### src/rtl/cam_pkg.sv
// Shared types and QVGA geometry for the OV7670 capture path.
package cam_pkg;

  localparam int unsigned QVGA_W      = 320;
  localparam int unsigned QVGA_H      = 240;
  localparam int unsigned QVGA_PIXELS = 76800;

  typedef enum logic [1:0] {
    IDLE    = 2'd0,
    SYNC    = 2'd1,
    CAPTURE = 2'd2
  } cap_state_t;

  typedef struct packed {
    logic [4:0] r;
    logic [5:0] g;
    logic [4:0] b;
  } pixel565_t;

endpackage

### src/rtl/cam_pixel_pack.sv
// Registers the camera bus once, detects sync edges and pairs bytes into RGB565 pixels.
module cam_pixel_pack
  import cam_pkg::*;
(
  input  logic       pclk,
  input  logic       rst_n,
  input  logic       capture,
  input  logic       cam_vsync,
  input  logic       cam_href,
  input  logic [7:0] cam_data,
  output logic       vsync_s1,
  output logic       pix_valid,
  output pixel565_t  pix_data,
  output logic       line_end,
  output logic       line_odd,
  output logic       frame_start,
  output logic       frame_end
);

  logic       vs1_q, vs2_q, hr1_q, hr2_q;
  logic [7:0] d1_q, hi_q;
  logic       phase_q;
  logic       byte_v;

  // A line byte is only valid outside vertical blanking.
  assign byte_v      = hr1_q & ~vs1_q;
  assign line_end    = ~hr1_q & hr2_q & ~vs2_q;
  assign line_odd    = phase_q;
  assign frame_start = ~vs1_q & vs2_q;
  assign frame_end   = vs1_q & ~vs2_q;
  assign vsync_s1    = vs1_q;
  assign pix_valid   = capture & byte_v & phase_q;
  assign pix_data    = {hi_q, d1_q};

  always_ff @(posedge pclk) begin
    if (!rst_n) begin
      vs1_q   <= 1'b0;
      vs2_q   <= 1'b0;
      hr1_q   <= 1'b0;
      hr2_q   <= 1'b0;
      d1_q    <= '0;
      hi_q    <= '0;
      phase_q <= 1'b0;
    end else begin
      vs1_q <= cam_vsync;
      vs2_q <= vs1_q;
      hr1_q <= cam_href;
      hr2_q <= hr1_q;
      d1_q  <= cam_data;
      if (!capture || line_end) begin
        phase_q <= 1'b0;
      end else if (byte_v) begin
        if (!phase_q) hi_q <= d1_q;
        phase_q <= ~phase_q;
      end
    end
  end

endmodule

### src/rtl/ov7670_capture.sv
// OV7670 QVGA capture: frame FSM, geometry counters, frame-buffer write port and status.
module ov7670_capture
  import cam_pkg::*;
#(
  parameter int unsigned H_PIXELS = QVGA_W,
  parameter int unsigned V_LINES  = QVGA_H,
  parameter int unsigned ADDR_W   = 17
) (
  input  logic              pclk,
  input  logic              rst_n,
  input  logic              cap_en,
  input  logic              cam_vsync,
  input  logic              cam_href,
  input  logic [7:0]        cam_data,
  output logic              w_en,
  output logic [ADDR_W-1:0] w_addr,
  output logic [15:0]       w_data,
  output logic              frame_done,
  output logic              frame_err,
  output logic              busy
);

  localparam int unsigned PW = $clog2(H_PIXELS + 2);
  localparam int unsigned LW = $clog2(V_LINES + 2);
  localparam logic [PW-1:0] H_LAST = PW'(H_PIXELS);
  localparam logic [PW-1:0] H_SAT  = PW'(H_PIXELS + 1);
  localparam logic [LW-1:0] V_LAST = LW'(V_LINES);
  localparam logic [LW-1:0] V_SAT  = LW'(V_LINES + 1);

  cap_state_t        state_q, state_d;
  logic [PW-1:0]     pix_cnt_q, pix_cnt_d;
  logic [LW-1:0]     line_cnt_q, line_cnt_d;
  logic [ADDR_W-1:0] addr_q, addr_d;
  logic              err_q, err_d;
  logic              w_en_q, w_en_d;
  logic [ADDR_W-1:0] w_addr_q, w_addr_d;
  logic [15:0]       w_data_q, w_data_d;
  logic              done_q, done_d;
  logic              ferr_q, ferr_d;

  logic      vsync_s1, pix_valid, line_end, line_odd, frame_start, frame_end;
  pixel565_t pix_data;

  cam_pixel_pack u_pack (
    .pclk        (pclk),
    .rst_n       (rst_n),
    .capture     (state_q == CAPTURE),
    .cam_vsync   (cam_vsync),
    .cam_href    (cam_href),
    .cam_data    (cam_data),
    .vsync_s1    (vsync_s1),
    .pix_valid   (pix_valid),
    .pix_data    (pix_data),
    .line_end    (line_end),
    .line_odd    (line_odd),
    .frame_start (frame_start),
    .frame_end   (frame_end)
  );

  always_comb begin
    state_d    = state_q;
    pix_cnt_d  = pix_cnt_q;
    line_cnt_d = line_cnt_q;
    addr_d     = addr_q;
    err_d      = err_q;
    w_en_d     = 1'b0;
    w_addr_d   = w_addr_q;
    w_data_d   = w_data_q;
    done_d     = 1'b0;
    ferr_d     = ferr_q;
    case (state_q)
      IDLE: begin
        if (vsync_s1) state_d = SYNC;
      end
      SYNC: begin
        if (frame_start && cap_en) begin
          state_d    = CAPTURE;
          pix_cnt_d  = '0;
          line_cnt_d = '0;
          addr_d     = '0;
          err_d      = 1'b0;
        end
      end
      CAPTURE: begin
        if (pix_valid) begin
          if (pix_cnt_q < H_LAST && line_cnt_q < V_LAST) begin
            w_en_d   = 1'b1;
            w_addr_d = addr_q;
            w_data_d = pix_data;
            addr_d   = addr_q + ADDR_W'(1);
          end
          if (pix_cnt_q != H_SAT) pix_cnt_d = pix_cnt_q + PW'(1);
        end
        if (line_end) begin
          if (line_odd || pix_cnt_q != H_LAST) err_d = 1'b1;
          pix_cnt_d = '0;
          if (line_cnt_q != V_SAT) line_cnt_d = line_cnt_q + LW'(1);
        end
        // Uses the _d values so a line closing on the same cycle is counted first.
        if (frame_end) begin
          state_d = SYNC;
          done_d  = 1'b1;
          ferr_d  = (line_cnt_d != V_LAST) | err_d;
        end
      end
      default: state_d = IDLE;
    endcase
  end

  always_ff @(posedge pclk) begin
    if (!rst_n) begin
      state_q    <= IDLE;
      pix_cnt_q  <= '0;
      line_cnt_q <= '0;
      addr_q     <= '0;
      err_q      <= 1'b0;
      w_en_q     <= 1'b0;
      w_addr_q   <= '0;
      w_data_q   <= '0;
      done_q     <= 1'b0;
      ferr_q     <= 1'b0;
    end else begin
      state_q    <= state_d;
      pix_cnt_q  <= pix_cnt_d;
      line_cnt_q <= line_cnt_d;
      addr_q     <= addr_d;
      err_q      <= err_d;
      w_en_q     <= w_en_d;
      w_addr_q   <= w_addr_d;
      w_data_q   <= w_data_d;
      done_q     <= done_d;
      ferr_q     <= ferr_d;
    end
  end

  assign w_en       = w_en_q;
  assign w_addr     = w_addr_q;
  assign w_data     = w_data_q;
  assign frame_done = done_q;
  assign frame_err  = ferr_q;
  assign busy       = (state_q == CAPTURE);

endmodule

### config.mk
export PLATFORM = sky130hd
export DESIGN_NAME = ov7670_capture
export DESIGN_NICKNAME = d
export VERILOG_FILES = /design/src/rtl/cam_pkg.sv /design/src/rtl/cam_pixel_pack.sv /design/src/rtl/ov7670_capture.sv
export SDC_FILE = /design/constraint.sdc
export NUM_CORES = 1
export LEC_CHECK = 0
export BUFFER_PORTS_ARGS = -buffer_cell sky130_fd_sc_hd__buf_2
export CAP_MARGIN = 20
export CORE_MARGIN = 8
export CORE_UTILIZATION = 60
export DETAILED_ROUTE_END_ITERATION = 8
export GPL_TIMING_DRIVEN = 1
export PLACE_DENSITY = 0.87
export SETUP_SLACK_MARGIN = 0.4
export SLEW_MARGIN = 5
export SYNTH_ARGS = -nofsm -noshare
export SYNTH_HDL_FRONTEND = slang
export SYNTH_SLANG_ARGS = --single-unit
### constraint.sdc
create_clock -name pclk -period 2.8 [get_ports pclk]
set_clock_uncertainty 0.05 [all_clocks]
set_input_delay 0.14 -clock pclk [delete_from_list [all_inputs] [get_ports pclk]]
set_output_delay 0.14 -clock pclk [all_outputs]
set_load 0.005 [all_outputs]
==> results.md, run 1 <==
- Htree depth: 3
- Post-route ant nets: 0
- Yosys warnings: 0
- Die Span Y: 96.4 um
- Die area: 9290 um^2
- CP required: 3.04 ns
- Vias/cell: 5.84
- CP Depth: 6
- Clk pwr share: 0.368
- Setup TNS: 0 ns
- Critical path's slowest cell: or4_1
- Fraction of final layout cells sized beyond drive strength 1: 0.139
- Number of port buffers: 49
- CTS root buf: clkbuf_8
- # diodes: 0
- Design area: 4460 um^2
- Syn Std Cell Area: 3880 um^2
- Drt drc: 0
- Num CTS Buffers: 9
- Vias: 3481
- Switch Pwr: 0.000536 W
- Sink Count: 94
- Final Hold Viols: 0
- DRT Pass-1 Iters: 5
- Switching part of the total: 0.239
- Async S/R FF share, synth: 0
- Setup crit end kind: flip-flop
- Area leader, netlist: dfxtp_1
- P&R area growth vs syn: 15.0%
- Leakage: 1.68 nW
- Fill count: 492
- Synth top area cells: dfxtp_1 49%, nand2_1 8.4%, a21oi_1 7.1%, nor2_1 3.3%, o21ai_0 2.8%
- Vias in the first global route: 3233
- Commonest non-fill, non-tap cells in the layout: 94 x dfxtp_1, 87 x nand2_1, 55 x a21oi_1
- Worst-path maximum fanout: 13
- Worst hold slack: 0.146 ns
- Worst vdd ir: 0.326 mV
- Slew Viols, Final: 0
- Final setup vio count: 0
- Status: finished, final reports clean
- WP data arrival: 2.43 ns
- Yosys cell types: 45
- WL per Instance: 14.9 um
- Post-synth EDFFs: 0
- Min cycle time layout: 2.19 ns
- Syn Nets: 481
- Fin crit share: 0.782
- R2R cell count: 6
- Clk_lat worst skew: 0.37 ns
- Worst Tran Pin Value: 0.685 ns
- Pin count of the biggest net entering global routing: 47
- Final wirelength: 8.87 mm
- Syn Inst Count: 462
- Total power: 0.00224 W
- Most common cell after layout, fill and taps aside: dfxtp_1
- Area share of the largest cell type after synthesis: 0.485
- Syn Area/Cell: 8.39 um^2
- Seq cells post-synth: 94
- Max transition margin: 0.543
- Util after Layout: 0.706
- Max Clk Rate: 457 MHz
- Area of the core: 6310 um^2
- Crit-path cells: nand3b_1, nor4_4, buf_4, o2111ai_4, or4_1, a21oi_1
- Clock buffer depth: 2
- Layout Nets: 533
- Hpwl dp: 5.92 mm
- Clock edge transition at the registers on the reported setup and hold paths: 0.09 ns
- Top delay family on crit path: simple AND/OR/NAND/NOR gates
- CTS tree: yes
- # IOs: 50
- P_int: 0.00171 W
- Setup bufs post-CTS: 0
- Cell area after placement: 4170 um^2
- Initial antenna violation count: 0
- CP peak stage delay: 0.45 ns
- WP buf/inv: 1
- Aggregate global-route resource usage: 0.197
- Hold Path Stages: 4
- Combinational Power Share: 0.029
- Cell Pwr Density: 503 nW/um^2
- Initial core utilization: 0.614
- First DRT Iteration DRCs: 363
- Seq/Total Area, Yosys: 0.485
- Gpl congestion: 0.881
- Die Wd: 96.4 um
- RSZ-0062 raised after global routing: false
- Max Cap Viol: 0
- Post-synth top flop: dfxtp_1
- First-pass GRT wire length: 14.4 mm
- Worst setup SP type: flip-flop
- CP Class: flip-flop to flip-flop
- Sequential fraction of design power: 0.603
- Worst Hold Class: input port to flip-flop
- GR Overflow Total: 0
- # rows: 29
## final cells by class
type / count / area [um^2] / area share
Sequential cell: 94 / 1880 / 0.422
Multi-Input combinational cell: 336 / 1880 / 0.422
Clock buffer: 11 / 131 / 0.0295
Clock inverter: 5 / 45.0 / 0.0101
Tap cell: 77 / 96.3 / 0.0216
Inverter: 8 / 30.0 / 0.00674
Timing Repair Buffer: 65 / 390 / 0.0876
## worst reg2reg max path, stage by stage, from the launching register on
cell       delay (ns)
dfxtp_1          0.38
nand3b_1         0.26
nor4_4           0.34
buf_4            0.26
o2111ai_4        0.21
or4_1            0.45
a21oi_1          0.17
## registers in the layout (all words and copies together) (netlist names)
register,flops
addr_q,17
w_addr,17
w_data,16
pix_cnt_q,9
line_cnt_q,8
u_pack.d1_q,8
u_pack.hi_q,8
state_q,2
err_q,1
frame_done,1
frame_err,1
u_pack.hr1_q,1
u_pack.hr2_q,1
u_pack.line_odd,1
u_pack.vs2_q,1
u_pack.vsync_s1,1
w_en,1
## power by group through the flow
stage | logic (W) | registers (W) | clock network (W)
floorplan | 0.0000356 | 0.00138 | 0
global placement | 0.0000527 | 0.00138 | 0
detailed placement | 0.0000538 | 0.00138 | 0
CTS | 0.0000650 | 0.00135 | 0.000835
global route | 0.0000709 | 0.00136 | 0.000878
finish | 0.0000653 | 0.00135 | 0.000824
## timing repair
action	in CTS	in global routing
setup endpoints to repair	0	1
resized for setup	0	1
endpoints found under the hold margin	10	0
hold buffers	10	0
## worst paths after layout
kind / slack, ns / startpoint / end
max reg2reg: 0.61 / u_pack.vsync_s1 / addr_q[16]
max: 0.61 / u_pack.vsync_s1 / addr_q[16]
min reg2reg: 0.41 / w_addr[2] / w_addr[2]
min: 0.15 / cap_en / state_q[0]
## through the flow
step	setup slack [ns]	std cells
after CTS	0.530	596
after global placement	0.688	570
after floorplan	0.949	462
final	0.610	596
after detailed placement	0.534	570
after global routing	0.484	596
## cell families (layout without fill, tap and decap cells)
group / Yosys count / after routing / synth area share
simple gates: 200 / 200 / 0.249
compound gates: 109 / 109 / 0.164
flops: 94 / 94 / 0.485
buf+inv: 32 / 89 / 0.0319
xor+xnor: 12 / 12 / 0.0271
mux: 9 / 9 / 0.0232
fa+ha+maj: 6 / 6 / 0.0194
## Yosys cell counts (2+ instances only)
cell       instances
dfxtp_1           94
nand2_1           87
a21oi_1           55
nor2_1            34
o21ai_0           22
clkbuf_1          17
and2_1            15
nand3_1           12
or3_1             10
mux2i_1            9
nand4_1            9
xor2_1             9
inv_1              8
a31oi_1            6
ha_1               6
nor3_1             6
o31ai_1            6
nor2b_1            5
and3_1             4
buf_1              4
nand2b_1           4
o211ai_1           4
and4_1             3
buf_2              3
o2111ai_1          3
xnor2_1            3
a21boi_0           2
a41oi_1            2
nand3b_1           2
nor3b_1            2
or4_1              2
## layer usage
| layer | track usage | share of wire |
|---|---|---|
| met1 | 0.232 | 0.43 |
| met2 | 0.327 | 0.47 |
| met3 | 0.0533 | 0.073 |
| met4 | 0.0921 | 0.020 |
| met5 | 0 | 0 |
(Power assumes the default switching activity.)
==> run 2, diff against run 1 <==
Settings changed: ABC_AREA set to 1, CORE_UTILIZATION 60 to 57, PLACE_DENSITY 0.87 to 0.84.
Clock period 2.8 ns to 2.24 ns, I/O delays scaled along.
==> run 2 against run 1 <==
Against the previous run: clock power grew 36%; critical path depth shrank 1; total power grew 30%; worst hold slack lost 0.12 ns; worst setup slack lost 0.097 ns; sequential power grew 25%; via count grew 9.0%; fmax grew 27%; cell count grew 19%; synthesized cell count grew 20%; critical endpoint is now u_pack.hi_q[2]; largest cell class is now sequential cells.
==> results.md, run 2 <==
- Sequential fraction of design power: 0.581 (-0.022)
- P&R area growth vs syn: 16.3%
- Switching part of the total: 0.257 (+0.0182)
- Top-count cell post-synth: nand2_1
- Design area: 4710 um^2 (+5.6%)
- Clock edge transition at the registers on the reported setup and hold paths: 0.11 ns (+0.02 ns)
- Final Hold Viols: 0 (unchanged)
- CP required: 2.44 ns (-0.60 ns)
- Max transition margin: 0.628 (+0.0851)
- Area share of the largest cell type after synthesis: 0.465 (-0.0204)
- CP peak stage delay: 0.41 ns (-0.04 ns)
- CTS tree: yes
- Commonest non-fill, non-tap cells in the layout: 96 x nand2_1, 93 x dfxtp_1, 69 x inv_1
- Total power: 0.00291 W (+30%)
- GR Overflow Total: 0 (unchanged)
- Multi-input logic area: 1830 um^2 (-2.9%)
- Num CTS Buffers: 9 (unchanged)
- Post-synth top flop: dfxtp_1
- WL per Instance: 13.7 um (-8.2%)
- Die area: 10100 um^2 (+8.2%)
- Clk pwr share: 0.386 (+0.018)
- Syn Nets: 572 (+19%)
- Sink Count: 94 (unchanged)
- RSZ-0062 raised after global routing: true
- Aggregate global-route resource usage: 0.194 (-0.00254)
- Layout Nets: 630 (+18%)
- Area leader, netlist: dfxtp_1
- Post-route ant nets: 0 (unchanged)
- DRT Pass-1 Iters: 5 (unchanged)
- Drt drc: 0 (unchanged)
- Slew Viols, Final: 0 (unchanged)
- WP buf/inv: 1 (unchanged)
- Die Wd: 100 um (+4.0%)
- CP Class: flip-flop to flip-flop
- Area of the core: 6830 um^2 (+8.2%)
- Async S/R FF share, synth: 0 (unchanged)
- Worst vdd ir: 0.562 mV (+73%)
- Htree depth: 3 (unchanged)
- Vias: 3794 (+9.0%)
- Yosys cell types: 35 (-22%)
- Status: finished, final reports clean
- Max Clk Rate: 579 MHz (+27%)
- Initial core utilization: 0.592 (-0.0217)
- Pin count of the biggest net entering global routing: 61 (+30%)
- First DRT Iteration DRCs: 232 (-36%)
- Most common cell after layout, fill and taps aside: nand2_1
- Setup crit end kind: flip-flop
- Max Cap Viol: 0 (unchanged)
- Vias in the first global route: 3614 (+12%)
- # IOs: 50 (unchanged)
- Post-synth EDFFs: 0 (unchanged)
- Fin crit share: 0.771 (-0.0110)
- Initial antenna violation count: 0 (unchanged)
- Clk_lat worst skew: 0.36 ns (about the same)
- Hpwl dp: 6.49 mm (+9.6%)
- Die Span Y: 100 um (+4.0%)
- Cell area after placement: 4340 um^2 (+4.1%)
- Vias/cell: 5.33 (-8.8%)
- Syn Inst Count: 553 (+20%)
- Number of port buffers: 49 (unchanged)
- Top delay family on crit path: simple AND/OR/NAND/NOR gates
- CTS root buf: clkbuf_8
- P_int: 0.00216 W (+27%)
- # rows: 30 (+3.4%)
- Critical path's slowest cell: nand3_1
- Crit-path cells: nand2_2, inv_4, nand3_1, o21ai_0, a21oi_1
- Most instantiated cells after synthesis: 97 x nand2_1, 94 x dfxtp_1, 69 x inv_1
- Gpl congestion: 0.863 (-2.0%)
- Yosys warnings: 0 (unchanged)
- Fraction of final layout cells sized beyond drive strength 1: 0.159 (+0.0204)
- Seq/Total Area, Yosys: 0.465 (-0.0204)
- WP data arrival: 1.92 ns (-0.51 ns)
- Combinational Power Share: 0.033 (+0.004)
- Cell Pwr Density: 618 nW/um^2 (+23%)
- Switch Pwr: 0.000748 W (+40%)
- Syn Std Cell Area: 4050 um^2 (+4.4%)
- Sequential Area: 1880 um^2 (about the same)
- Worst hold slack: 0.0260 ns (-0.120 ns)
- Leakage: 2.07 nW (+23%)
- First-pass GRT wire length: 16.1 mm (+12%)
- Min cycle time layout: 1.73 ns (-0.463 ns)
- Syn Area/Cell: 7.32 um^2 (-13%)
- Worst Tran Pin Value: 0.557 ns (-0.129 ns)
- Synth top area cells: dfxtp_1 46%, nand2_1 9.0%, a21oi_1 6.9%, o21ai_0 6.6%, inv_1 6.4%
- Final setup vio count: 0 (unchanged)
- Worst setup SP type: flip-flop
- Seq cells post-synth: 94 (unchanged)
- Worst Hold Class: input port to flip-flop
- # diodes: 0 (unchanged)
- Clock buffer depth: 2 (unchanged)
- Setup TNS: 0 ns (unchanged)
- Worst-path maximum fanout: 16 (+3)
- Final wirelength: 9.72 mm (+9.7%)
- Fill count: 578 (+17%)
[run 2: cell count changes after synthesis, moves of 9 or more]
cell	change
inv_1	+61
nand3_1	+17
clkbuf_1	-10
mux2i_1	-9
nand2_1	+10
or3_1	-10
o21ai_0	+31
nor2_1	+30
and2_1	-15
[run 2: logic make-up (layout without fill, tap and decap cells)]
family                   Yosys count  in the layout  synth area share
AND/OR/NAND/NOR                  237            237             0.262
buffers and inverters             91            154            0.0930
XOR/XNOR                           2              2           0.00433
AO/OA/AOI/OAI                    123            123             0.158
adder cells (fa/ha/maj)            6              6            0.0185
flip-flops                        94             94             0.465
[run 2: power by group through the flow]
| stage | clock network (W) | registers [W] | logic (W) |
|---|---|---|---|
| 2_1_floorplan | 0 | 0.00173 | 0.0000515 |
| 3_3_place_gp | 0 | 0.00173 | 0.0000775 |
| 3_5_place_dp | 0 | 0.00173 | 0.0000787 |
| 4_1_cts | 0.00114 | 0.00169 | 0.0000924 |
| 5_1_grt | 0.00119 | 0.00169 | 0.000105 |
| 6_report | 0.00112 | 0.00169 | 0.0000948 |
[run 2: timing repair]
item / in CTS / in global routing
setup buffers: 0 / 2
pin swaps: 0 / 1
hold endpoints to repair: 10 / 0
hold buffers: 10 / 0
endpoints found under the setup margin: 2 / 38
gates resized for setup: 0 / 13
[run 2: tightest hold or removal path, stage by stage]
cell,delay (ns)
buf_2,0.10
nand3_1,0.07
nand2_1,0.06
a21oi_1,0.05
[run 2: layout make-up]
cell class	instances	share of cell area
flip-flops and latches	94	0.400
well taps	96	0.0255
clock inverters	7	0.0160
clock buffers	9	0.0263
repair buffers	64	0.0840
inverters	74	0.0596
multi-input cells	368	0.388
[run 2: path summary, 6_finish.rpt]
check	start	end	slack, ns	depth (start not counted)
setup reg to reg	state_q[1]	u_pack.hi_q[2]	0.51	5
hold reg to reg	u_pack.hi_q[3]	w_data[11]	0.41	2
hold / removal	cap_en	state_q[0]	0.03	4
setup / recovery	state_q[1]	u_pack.hi_q[2]	0.51	5
[run 2: per-stage QoR]
stage	util	setup WS, ns	std cells
floorplan	-	0.774	553
global placement	0.635	0.442	684
detailed placement	0.635	0.378	684
CTS	0.679	0.369	710
global route	0.689	0.362	712
finish	0.689	0.513	712
[run 2: layer usage]
layer	global-route usage	wire length, um	vias up
met1	0.232	4120	1728
met5	0	0	-
li1	-	-	1918
met2	0.330	4760	132
met3	0.0457	669	16
met4	0.0709	175	0
